$ cat config.mk
export PLATFORM = sky130hd
export DESIGN_NAME = clk_meter_flat
export DESIGN_NICKNAME = d
export VERILOG_FILES = /design/src/rtl/clk_meter_if.sv /design/src/rtl/clk_meter.sv /design/src/flat_wrapper.sv
export SDC_FILE = /design/constraint.sdc
export NUM_CORES = 1
export LEC_CHECK = 0
export ABC_AREA = 1
export BUFFER_PORTS_ARGS = -buffer_cell sky130_fd_sc_hd__buf_2
export CAP_MARGIN = 20
export CORE_AREA = 2 2 125 127
export CTS_BUF_LIST = sky130_fd_sc_hd__clkbuf_2
export DETAILED_ROUTE_END_ITERATION = 6
export DIE_AREA = 0 0 127 129
export PLACE_DENSITY = 0.62
export SLEW_MARGIN = 20
export SYNTH_ARGS = -nofsm -noshare
export SYNTH_HDL_FRONTEND = slang
export SYNTH_SLANG_ARGS = --single-unit
export TNS_END_PERCENT = 1
$ cat constraint.sdc
create_clock -name clk -period 2.75 [get_ports clk]
set_clock_uncertainty 0.1 [all_clocks]
set_input_delay 0.275 -clock clk [delete_from_list [all_inputs] [get_ports clk]]
set_output_delay 0.275 -clock clk [all_outputs]
set_load 0.02 [all_outputs]
$ cat src/rtl/clk_meter_if.sv
// Measurement bus of the clock meter. The stimulus side drives the square wave
// and the enable, and the meter returns the measured period and high time.
interface clk_meter_if #(
    parameter int CNT_W = 27
);
    logic             sig_in;
    logic             enable;
    logic [CNT_W-1:0] period;
    logic [CNT_W-1:0] high_time;
    logic             valid;
    logic             timeout;
    logic             busy;

    modport master (
        output sig_in, enable,
        input  period, high_time, valid, timeout, busy
    );

    modport slave (
        input  sig_in, enable,
        output period, high_time, valid, timeout, busy
    );
endinterface

$ cat src/rtl/clk_meter.sv
// Measures the period and the high time of a slow asynchronous square wave in
// clk cycles. A watchdog flags a missing input after TIMEOUT cycles.
module clk_meter #(
    parameter int CNT_W   = 27,
    parameter int TIMEOUT = 100_000_000
) (
    input  logic        clk,
    input  logic        rst,
    clk_meter_if.slave  bus
);
    typedef enum logic [1:0] {
        IDLE = 2'd0,
        ARM  = 2'd1,
        MEAS = 2'd2
    } state_t;

    localparam logic [CNT_W-1:0] CNT_ZERO = {CNT_W{1'b0}};
    localparam logic [CNT_W-1:0] CNT_ONE  = CNT_W'(1);
    localparam logic [CNT_W-1:0] CNT_TERM = CNT_W'(TIMEOUT - 1);

    logic             sync1_r, sync2_r, hist_r;
    logic             rise_s, fall_s;
    state_t           state_r, state_next_s;
    logic [CNT_W-1:0] cnt_r, cnt_next_s;
    logic [CNT_W-1:0] high_r, high_next_s;
    logic             fall_seen_r, fall_seen_next_s;
    logic [CNT_W-1:0] period_r, period_next_s;
    logic [CNT_W-1:0] high_time_r, high_time_next_s;
    logic             valid_r, valid_next_s;
    logic             timeout_r, timeout_next_s;
    logic             busy_r;

    // Two-flop synchronizer plus history flop, so rise and fall share one latency.
    always_ff @(posedge clk) begin
        if (rst) begin
            sync1_r <= 1'b0;
            sync2_r <= 1'b0;
            hist_r  <= 1'b0;
        end else begin
            sync1_r <= bus.sig_in;
            sync2_r <= sync1_r;
            hist_r  <= sync2_r;
        end
    end

    assign rise_s = sync2_r & ~hist_r;
    assign fall_s = ~sync2_r & hist_r;

    // Next-state logic; cnt_r always holds the cycles elapsed since the last edge t0.
    always_comb begin
        state_next_s     = state_r;
        cnt_next_s       = cnt_r;
        high_next_s      = high_r;
        fall_seen_next_s = fall_seen_r;
        period_next_s    = period_r;
        high_time_next_s = high_time_r;
        valid_next_s     = 1'b0;
        timeout_next_s   = timeout_r;
        case (state_r)
            IDLE: begin
                cnt_next_s       = CNT_ZERO;
                fall_seen_next_s = 1'b0;
                if (bus.enable) begin
                    state_next_s = ARM;
                end else begin
                    state_next_s = IDLE;
                end
            end
            ARM: begin
                if (!bus.enable) begin
                    state_next_s = IDLE;
                    cnt_next_s   = CNT_ZERO;
                end else if (rise_s) begin
                    state_next_s     = MEAS;
                    cnt_next_s       = CNT_ONE;
                    fall_seen_next_s = 1'b0;
                end else if (cnt_r == CNT_TERM) begin
                    timeout_next_s = 1'b1;
                    cnt_next_s     = CNT_ZERO;
                end else begin
                    cnt_next_s = cnt_r + CNT_ONE;
                end
            end
            MEAS: begin
                if (!bus.enable) begin
                    state_next_s = IDLE;
                    cnt_next_s   = CNT_ZERO;
                end else if (rise_s) begin
                    // A rise on the terminal count still completes the measurement.
                    period_next_s    = cnt_r;
                    high_time_next_s = high_r;
                    valid_next_s     = 1'b1;
                    timeout_next_s   = 1'b0;
                    cnt_next_s       = CNT_ONE;
                    fall_seen_next_s = 1'b0;
                end else if (cnt_r == CNT_TERM) begin
                    state_next_s   = ARM;
                    timeout_next_s = 1'b1;
                    cnt_next_s     = CNT_ZERO;
                end else begin
                    cnt_next_s = cnt_r + CNT_ONE;
                    if (fall_s && !fall_seen_r) begin
                        high_next_s      = cnt_r;
                        fall_seen_next_s = 1'b1;
                    end else begin
                        high_next_s = high_r;
                    end
                end
            end
            default: begin
                state_next_s = IDLE;
                cnt_next_s   = CNT_ZERO;
            end
        endcase
    end

    // FSM, counter and output registers.
    always_ff @(posedge clk) begin
        if (rst) begin
            state_r     <= IDLE;
            cnt_r       <= CNT_ZERO;
            high_r      <= CNT_ZERO;
            fall_seen_r <= 1'b0;
            period_r    <= CNT_ZERO;
            high_time_r <= CNT_ZERO;
            valid_r     <= 1'b0;
            timeout_r   <= 1'b0;
            busy_r      <= 1'b0;
        end else begin
            state_r     <= state_next_s;
            cnt_r       <= cnt_next_s;
            high_r      <= high_next_s;
            fall_seen_r <= fall_seen_next_s;
            period_r    <= period_next_s;
            high_time_r <= high_time_next_s;
            valid_r     <= valid_next_s;
            timeout_r   <= timeout_next_s;
            busy_r      <= (state_next_s != IDLE);
        end
    end

    assign bus.period    = period_r;
    assign bus.high_time = high_time_r;
    assign bus.valid     = valid_r;
    assign bus.timeout   = timeout_r;
    assign bus.busy      = busy_r;
endmodule
$ cat src/flat_wrapper.sv
// flat-port wrapper written by rule: the top's interface ports become plain ports
module clk_meter_flat 
#(
    parameter int CNT_W   = 27,
    parameter int TIMEOUT = 100_000_000
)
  (clk, rst, bus_sig_in, bus_enable, bus_period, bus_high_time, bus_valid, bus_timeout, bus_busy);
  clk_meter_if #(.CNT_W(CNT_W)) bus_i ();
  input  logic clk;
  input  logic rst;
  input wire logic [$bits(bus_i.sig_in)-1:0] bus_sig_in;
  input wire logic [$bits(bus_i.enable)-1:0] bus_enable;
  output wire logic [$bits(bus_i.period)-1:0] bus_period;
  output wire logic [$bits(bus_i.high_time)-1:0] bus_high_time;
  output wire logic [$bits(bus_i.valid)-1:0] bus_valid;
  output wire logic [$bits(bus_i.timeout)-1:0] bus_timeout;
  output wire logic [$bits(bus_i.busy)-1:0] bus_busy;
  assign bus_i.sig_in = bus_sig_in;
  assign bus_i.enable = bus_enable;
  assign bus_period = bus_i.period;
  assign bus_high_time = bus_i.high_time;
  assign bus_valid = bus_i.valid;
  assign bus_timeout = bus_i.timeout;
  assign bus_busy = bus_i.busy;
  clk_meter #(.CNT_W(CNT_W), .TIMEOUT(TIMEOUT)) u_core (.clk(clk), .rst(rst), .bus(bus_i));
endmodule
## Yosys cells after proc, flatten, opt, wreduce, memory -nomap -nowiden

Index checks and enable logic that the tools add are counted.

- Add/subtract/negate cells: 1
- Eq/ne operators: 9
- Multiplexer cells: 23
- Bitwise logic cells: 9
- Reduce and logical (&&, ||, !) cells: 14

Operator list:

| operator | number |
|---|---|
| $add A27 B1 Y27 const B | 1 |
| $eq A27 B27 Y1 const B | 1 |
| $mux W1 | 15 |
| $mux W2 | 5 |
| $not A1 Y1 | 7 |
| $ne A2 B2 Y1 const B | 3 |
| $pmux W2 S3 | 1 |
| $reduce_and A6 Y1 | 1 |
| $reduce_or A3 Y1 | 2 |
| $reduce_and A5 Y1 | 1 |
| $reduce_or A5 Y1 | 1 |
| $reduce_and A4 Y1 | 1 |
| $reduce_bool A2 Y1 | 2 |
| $ne A3 B1 Y1 const B | 1 |
| $ne A3 B2 Y1 const B | 1 |
| $pmux W1 S3 | 1 |
| $reduce_and A3 Y1 | 1 |
| $reduce_bool A3 Y1 | 1 |
| $and A1 B1 Y1 | 2 |
| $eq A2 B1 Y1 const B | 1 |
| $eq A2 B2 Y1 const B | 1 |
| $logic_not A2 Y1 | 1 |
| $ne A2 B1 Y1 const B | 1 |
| $pmux W1 S2 | 1 |
| 3 further kinds | 3 |

- Flip-flop bits (word level): 117
- Word-level logic and storage cells: 69

## Longest topological paths before layout

Gate-level depths: netlist (run 1).

- Word-level depth: 8
- Depth in mapped cells: 11
- Gate-level depth less buffers: 11

## Worst setup path after synthesis (run 1)

OpenSTA, ideal clock, no wires.

- Path kind: reg-to-reg
- Start: register u_core.cnt_r[0]
- End: register u_core.high_r[19]
- Setup time: 0.113 ns
- Arrival: 1.514 ns
- Slack: 1.024 ns
- Stages on the path, launching flop included: 12
- Buffers on the path: 1
- Cells stage by stage: dfxtp_1 -> ha_1 -> nand2_2 -> nor2_4 -> nand2_4 -> nor2_8 -> nand2_4 -> nand3_4 -> buf_8 -> nand2_1 -> nand2_1 -> nor2_1

- Cells in the longest elaborated chain, start to end: 3

RTL lines:

| item | line | source |
|---|---|---|
| start, declared | clk_meter.sv:24 | `logic [CNT_W-1:0] cnt_r, cnt_next_s;` |
| start signal, assigned | clk_meter.sv:131 | `cnt_r <= cnt_next_s;` |
| $eq A27 B27 Y1 | clk_meter.sv:96 | `end else if (cnt_r == CNT_TERM) begin` |
| $not A1 Y1 (no line) | n/a |  |
| $reduce_and A5 Y1 (no line) | n/a |  |
| end signal, assigned | clk_meter.sv:132 | `high_r <= high_next_s;` |
| end, declared | clk_meter.sv:25 | `logic [CNT_W-1:0] high_r, high_next_s;` |

Every way passes these cells.
A chain may end at the register's enable or synchronous reset.

## Worst setup path in the final report (run 1)

- Start: register u_core.cnt_r[0]
- End: register u_core.cnt_r[17]

- Cells in the longest elaborated chain, start to end: 2
- Elaborated cells on any way between the ends: 3
- Classes of those cells: 1 x add/sub; 1 x eq/ne; 1 x reduce/logical

RTL lines:

| item |
|---|
| parallel branches: the longest is 2 deep, another holds $add A27 B1 Y27 |

Parallel ways; which one is timed is not known.

==> impl_metrics.csv, run 1 <==
group,metric,value,unit
global_route,grt-ovfl-total,0,
drt,dr.pass1.iters,5,
drt,drt.antenna.violating_nets,0,
sta,timing.fmax,418,MHz
critical_path,worst_setup_path_end_kind,"register",
clocking,cts_tree,"built",
power_and_ir_drop,p_leak,2.44,nW
clocking,clk_path_buf_depth,2,
drt,remaining_drc_errors,0,
run_status,status,"finished, final reports clean",
global_route,grt_use_met3,5.07,%
floorplanning,rows,45,
sta,hold_viol,0,
sta,slew_violations,0,
floorplanning,die_h,129,um
yosys,synthTopCellsByArea,"dfxtp_1 48%, nor2_1 9.5%, nand2_1 6.6%",
worst_hold_path,hold_path_end,"u_core.sync2_r",
drt,viasPerCell,4.83,
drt,routed_wirelength,12500,um
global_route,grt_use_met1,20.0,%
floorplanning,core-area,15000,um2
yosys,synth-xor-area-share,1.26,%
floorplanning,io_pins,61,
clocking,cts_root_buf,"clkbuf_2",
cells_and_area,final_cell_area,5660,um2
power_and_ir_drop,switchingPower,0.675,mW
cells_and_area,nFillCells,1572,
floorplanning,die-area,16400,um2
floorplanning,die_w,127,um
critical_path,arrival,2.92,ns
power_and_ir_drop,p_int,2.41,mW
place,dp_hpwl,8650,um
drt,drt-initial-drc-count,344,
sta,worst_slew_pin_slew,0.579,ns
yosys,yosysTopAreaCell,"dfxtp_1",
critical_path,cp-start-kind,"register",
yosys,synthFlopType,"dfxtp_1",
worst_hold_path,hp-class,"reg -> reg",
critical_path,worstSetupPathType,"reg -> reg",
clocking,clock_sinks,117,
sta,slew_headroom,61.4,%
sta,min_period,2.39,ns
place,portBuffers,60,
place,place_area,5340,um2
critical_path,cp.required,3.27,ns
power_and_ir_drop,pwr-share-clk,42.9,%
power_and_ir_drop,combPwrFrac,2.0,%
worst_hold_path,whs_path_depth,2,
global_route,busiest_layer,"met2",
critical_path,r2r-start,"u_core.cnt_r[0]",
cells_and_area,drive_gt1_share,20.5,%
yosys,synth_compound_area_share,13.4,%
clocking,post_cts_buffers,0,
critical_path,rr_worst_depth,9,
clocking,numCtsBuffers,17,
drt,vias,4304,
yosys,ys_warn_count,0,
yosys,ys_seq_area_share,48.0,%
yosys,avgSynthCellArea,7.77,um2
drt,routedWlPerCell,14.0,um
floorplanning,initial_core_util,32.6,%
worst_hold_path,min-delay-start,"u_core.sync1_r",
critical_path,r2r_end,"u_core.cnt_r[17]",
global_route,grt_pass1_vias,3957,
power_and_ir_drop,ir_drop,270,uV
yosys,yosys_register_bits,117,
clocking,cts.htree.levels,4,
yosys,synth_adder_area_share,1.28,%
power_and_ir_drop,switching_share,21.8,%
power_and_ir_drop,powerDensity,546,nW/um2
sta,setup_violations,0,
global_route,grt_pass1_wl,20300,um
yosys,synthesis.nets,637,
yosys,mappedNetlistArea,4880,um2
job,maxCapViolations,0,
yosys,muxShareOfSynthArea,0,%
sta,hold-worst-slack,0.321,ns
yosys,synth_top_family_by_area,"simple AND/OR/NAND/NOR gates",
global_route,antenna_found_initial,0,
yosys,syn_inst,628,
clocking,clock_latency,0.68,ns
yosys,ys_async_sr_fraction,0,%
yosys,synth_edf_count,0,
yosys,synth_cell_types,33,
place,gp_congestion,0.891,
yosys,yosysTopAreaCellShare,48.0,%
critical_path,reg2reg_slack,0.36,ns
clocking,clk_pin_slew,0.17,ns
yosys,synth-simple-area-share,29.0,%
cells_and_area,nets,700,
global_route,grt_max_degree,61,
sta,rsz0062_at_grt,"false",
cells_and_area,n_antenna_cell,0,
cells_and_area,areaGrowthSynthToFinish,16.1,%
critical_path,cp_max_fo,27,
global_route,grt.total_usage,15.7,%
power_and_ir_drop,p_seq_share,55.2,%
sta,finalCritPeriodShare,87.1,%
sta,fin_tns_setup,0,ns
global_route,grt.met2_usage,25.6,%
-- how the worst max path moves through the flow --
stage                                    to            start
after CTS                  u_core.cnt_r[17]  u_core.cnt_r[0]
after global placement     u_core.cnt_r[17]  u_core.cnt_r[0]
final                      u_core.cnt_r[17]  u_core.cnt_r[0]
after detailed placement   u_core.cnt_r[17]  u_core.cnt_r[0]
after floorplan           u_core.high_r[19]  u_core.cnt_r[0]
after global routing       u_core.cnt_r[17]  u_core.cnt_r[0]
-- metrics by stage --
stage | total power [mW] | setup WS, ns | std cells | utilization, %
floorplan | 1.78 | 1.02 | 628 | -
global placement | 1.80 | 0.432 | 856 | 35.6
detailed placement | 1.80 | 0.397 | 856 | 35.6
CTS | 3.13 | 0.360 | 891 | 37.8
global route | 3.22 | 0.175 | 891 | 37.8
finish | 3.09 | 0.355 | 891 | 37.8
-- final cells by class --
class | count | area, um2 | area share, %
inverters | 46 | 173 | 3.05
clock buffers | 21 | 105 | 1.86
repair buffers | 76 | 430 | 7.60
clock inverters | 10 | 180 | 3.18
well taps | 188 | 235 | 4.15
flip-flops and latches | 117 | 2340 | 41.4
multi-input cells | 433 | 2200 | 38.8
-- cells in the final DEF, fill, tap and decap left out, types with 2 or more instances in the layout --
| master | instances |
|---|---|
| inv_1 | 45 |
| bufinv_16 | 5 |
| nor2_2 | 3 |
| nand3b_1 | 3 |
| nor3b_1 | 6 |
| o211ai_1 | 2 |
| clkinv_1 | 3 |
| nand2_4 | 2 |
| clkbuf_2 | 21 |
| xnor2_1 | 4 |
| nand4_1 | 30 |
| dlygate4sd3_1 | 4 |
| nand3_2 | 2 |
| a21oi_1 | 45 |
| nand3_1 | 12 |
| clkinv_4 | 2 |
| xor2_1 | 3 |
| nand2_2 | 15 |
| dfxtp_1 | 117 |
| nor3_1 | 10 |
| a21oi_2 | 13 |
| o21ai_0 | 58 |
| nor2_4 | 4 |
| nor2_1 | 124 |
| nand2_1 | 86 |
| ha_1 | 5 |
| buf_2 | 60 |
| buf_4 | 12 |
-- flip-flops by register name (all words and copies together), names as in the netlist --
signal and count:
u_core.sync1_r 1, u_core.bus.high_time 27, u_core.bus.timeout 1, u_core.state_r 2, u_core.bus.valid 1, u_core.high_r 27, u_core.bus.busy 1, u_core.fall_seen_r 1
u_core.bus.period 27, u_core.cnt_r 27, u_core.sync2_r 1, u_core.hist_r 1
-- worst max-delay path: stages, from the launching register on --
cell,delay [ns]
dfxtp_1,0.39
ha_1,0.28
nand2_2,0.13
nor2_4,0.06
nand2_4,0.13
nor2_8,0.04
nand2_4,0.25
nand3_2,0.52
a21oi_1,0.28
and2_1,0.14
-- per-layer routing --
| layer | wire, um | part of all wire [%] |
|---|---|---|
| met2 | 5920 | 47 |
| met1 | 5600 | 45 |
| met5 | 0 | 0 |
| met4 | 259 | 2.1 |
| met3 | 706 | 5.7 |
-- what timing repair did --
action	CTS	global route
setup endpoints to repair	0	0
endpoints found under the hold margin	22	0
hold buffers	4	0
gates resized for setup	0	0
-- synth_stat cells, types with 5 or more instances --
cell      number
nand4_1       30
nor3b_1        6
nand2_2       15
nand2_1       86
nor3_1        10
clkbuf_1      15
dfxtp_1      117
o21ai_0       58
buf_2          8
inv_1         45
a21oi_2       13
ha_1           5
nor2_1       124
a21oi_1       45
nand3_1       12
-- logic make-up (layout without fill, tap and decap cells) --
| family | Yosys count | in the layout |
|---|---|---|
| AOI/OAI and AO/OA | 119 | 119 |
| xor gates and xnor gates | 7 | 7 |
| adders and majority gates | 5 | 5 |
| buffers and inverters | 78 | 153 |
| DFF | 117 | 117 |
| and+or+nand+nor | 302 | 302 |
-- power groups by stage --
stage	sequential [mW]	clock, mW	combinational (mW)
4_1_cts	1.70	1.36	0.0619
3_5_place_dp	1.74	0	0.0575
6_report	1.70	1.32	0.0612
5_1_grt	1.71	1.45	0.0692
2_1_floorplan	1.74	0	0.0397
3_3_place_gp	1.74	0	0.0574
Power figures use the tool's default switching activity.
==> inputs of run 2 (changes only) <==
--- a/config.mk
+++ b/config.mk
@@ -5,13 +5,14 @@
 export SDC_FILE = /design/constraint.sdc
 export NUM_CORES = 1
 export LEC_CHECK = 0
-export ABC_AREA = 1
+export ABC_AREA = 0
 export BUFFER_PORTS_ARGS = -buffer_cell sky130_fd_sc_hd__buf_2
 export CAP_MARGIN = 20
-export CORE_AREA = 2 2 125 127
+export CORE_AREA = 2 2 122 124
 export CTS_BUF_LIST = sky130_fd_sc_hd__clkbuf_2
 export DETAILED_ROUTE_END_ITERATION = 6
-export DIE_AREA = 0 0 127 129
+export DIE_AREA = 0 0 124 126
+export GPL_TIMING_DRIVEN = 0
 export PLACE_DENSITY = 0.62
 export SLEW_MARGIN = 20
 export SYNTH_ARGS = -nofsm -noshare
==> run 2 against run 1 <==
- global-route usage shrank 0.72 points
- register-to-register slack lost 0.21 ns
- largest cell class unchanged
- sequential power is essentially flat
- highest routed layer unchanged
- utilization grew 0.70 points
- final area shrank 2.7%
==> impl_metrics.csv, run 2 <==
group,metric,value,unit
run_status,status,"finished, final reports clean",
sta,timing.fmax,384,MHz
cells_and_area,areaGrowthSynthToFinish,18.0,%
critical_path,arrival,3.10,ns
critical_path,path_buf_inv,2,
global_route,grt_pass1_vias,3639,
critical_path,worstSetupPathType,"reg -> reg",
yosys,yosysTopAreaCellShare,50.1,%
place,dpl_worst_slack,-0.0752,ns
clocking,cts.htree.levels,4,
yosys,avgSynthCellArea,8.72,um2
sta,fin_tns_setup,0,ns
yosys,ys_seq_area_share,50.1,%
yosys,synthesis.nets,545,
worst_hold_path,hp-class,"in -> reg",
floorplanning,die_w,124,um
sta,hold-worst-slack,0.125,ns
critical_path,slowest_stage,"or4_1",
clocking,cts_root_buf,"clkbuf_2",
clocking,numCtsBuffers,17,
global_route,grt.total_usage,15.0,%
drt,viasPerCell,4.66,
critical_path,crit_path_cell_trace,"or4_1 > or4_4 > nor4_4 > or3_1 > buf_2 > buf_4 > nor2_1",
power_and_ir_drop,powerDensity,530,nW/um2
floorplanning,die-area,15600,um2
sta,finalCritPeriodShare,94.7,%
place,dp_hpwl,8120,um
cells_and_area,final_common_cell,"nand2_1",
power_and_ir_drop,p_total,2.92,mW
floorplanning,die_h,126,um
floorplanning,initial_core_util,32.6,%
cells_and_area,final_util,38.5,%
clocking,clk_pin_slew,0.17,ns
drt,drt.antenna.violating_nets,0,
global_route,grt_pass1_wl,18100,um
critical_path,worst_setup_path_end_kind,"register",
yosys,mappedNetlistArea,4670,um2
cells_and_area,drive_gt1_share,16.8,%
yosys,synthFlopType,"dfxtp_1",
drt,remaining_drc_errors,0,
cells_and_area,nFillCells,1497,
clocking,clock_latency,0.69,ns
yosys,yosys_register_bits,117,
drt,vias,3811,
global_route,grt-ovfl-total,0,
sta,rsz0062_at_grt,"false",
sta,hold_viol,0,
power_and_ir_drop,p_leak,1.94,nW
critical_path,cp_top_family,"simple AND/OR/NAND/NOR gates",
drt,drt-initial-drc-count,185,
drt,routed_wirelength,11100,um
floorplanning,io_pins,61,
yosys,yosysTopAreaCell,"dfxtp_1",
sta,min_period,2.60,ns
global_route,grt_max_degree,17,
place,gp_congestion,0.835,
sta,worst_slack,0.146,ns
clocking,clk_path_buf_depth,2,
power_and_ir_drop,ir_drop,190,uV
yosys,ys_async_sr_fraction,0,%
cells_and_area,nets,629,
clocking,clock_sinks,117,
sta,worst_slew_pin_slew,0.927,ns
yosys,ys_top_cells_by_count,"117 x dfxtp_1, 117 x nand2_1, 60 x a21oi_1",
cells_and_area,multi_input_area,2150,um2
sta,setup_violations,0,
floorplanning,core-area,14300,um2
critical_path,cp.required,3.24,ns
yosys,synth_edf_count,0,
drt,routedWlPerCell,13.6,um
yosys,synth_cell_types,37,
clocking,cts_tree,"built",
critical_path,cp-start-kind,"register",
place,portBuffers,59,
yosys,syn_inst,536,
yosys,ys_warn_count,0,
cells_and_area,seq_area,2350,um2
yosys,synthTopCellsByArea,"dfxtp_1 50%, nand2_1 9.4%, nand2b_1 7.1%",
floorplanning,rows,44,
sta,slew_headroom,37.6,%
sta,slew_violations,0,
cells_and_area,final_cell_mix,"117 x nand2_1, 114 x dfxtp_1, 60 x a21oi_1, 60 x buf_2, 53 x nand2b_1",
critical_path,crit_path_max_incr_delay,0.52,ns
drt,dr.pass1.iters,4,
global_route,antenna_found_initial,1,
critical_path,cp_max_fo,10,
job,maxCapViolations,0,
run 2: path summary, 6_finish.rpt:
kind              depth (start not counted)             from          endpoint  slack [ns]
setup reg to reg                          7  u_core.cnt_r[9]  u_core.cnt_r[16]        0.15
setup / recovery                          7  u_core.cnt_r[9]  u_core.cnt_r[16]        0.15
hold reg to reg                           1   u_core.sync1_r    u_core.sync2_r        0.36
hold / removal                            3              rst   u_core.cnt_r[0]        0.13
run 2: per-layer routing:
layer	vias up	GRT usage (%)	share of wire, %
met3	13	4.80	5.2
met4	0	5.16	1.4
met2	68	25.1	49
met5	-	0	0
li1	1933	-	-
met1	1797	18.0	44
run 2: cell families (layout without fill, tap and decap cells):
group,after synthesis,in the layout,synth area share [%]
muxes,27,27,5.78
and+or+nand+nor,256,256,26.4
adders and majority gates,5,5,1.34
DFF,117,117,50.1
buffers and inverters,38,134,3.99
AOI/OAI and AO/OA,68,68,7.63
xor gates and xnor gates,25,25,4.69
other,0,1,0
run 2: metrics by stage:
step / std cells / instance area [um2]
CTS: 814 / 5490
detailed placement: 779 / 5200
global route: 817 / 5510
global placement: 779 / 5200
finish: 817 / 5510
floorplan: 536 / 4670
run 2: cell type report:
type | instances | area share (%)
Inverter | 5 | 0.340
Buffer | 33 | 3.13
Sequential cell | 117 | 42.6
Clock buffer | 17 | 1.54
Antenna cell | 1 | 0.0454
Timing Repair Buffer | 65 | 6.26
Multi-Input combinational cell | 381 | 39.0
Tap cell | 184 | 4.18
Clock inverter | 14 | 2.95
run 2: worst register-to-register path, delay by kind of cell, from the launching register on:
family                 cells  cell delay, ns
DFF                        1            0.40
buffers and inverters      2            0.41
and+or+nand+nor            5            1.62
run 2: power breakdown:
part | internal (mW) | total (mW) | leakage, nW | switching [mW]
Clock | 0.492 | 1.15 | 0.133 | 0.657
Combinational | 0.0276 | 0.0708 | 0.863 | 0.0432
Sequential | 1.70 | 1.70 | 0.944 | 0.00274
run 2: timing repair:
action	4_1_cts	5_1_grt
hold buffers	2	0
setup endpoints to repair	34	27
endpoints found under the hold margin	7	0
setup buffers	2	2
gates resized for setup	0	7
pin swaps	1	1
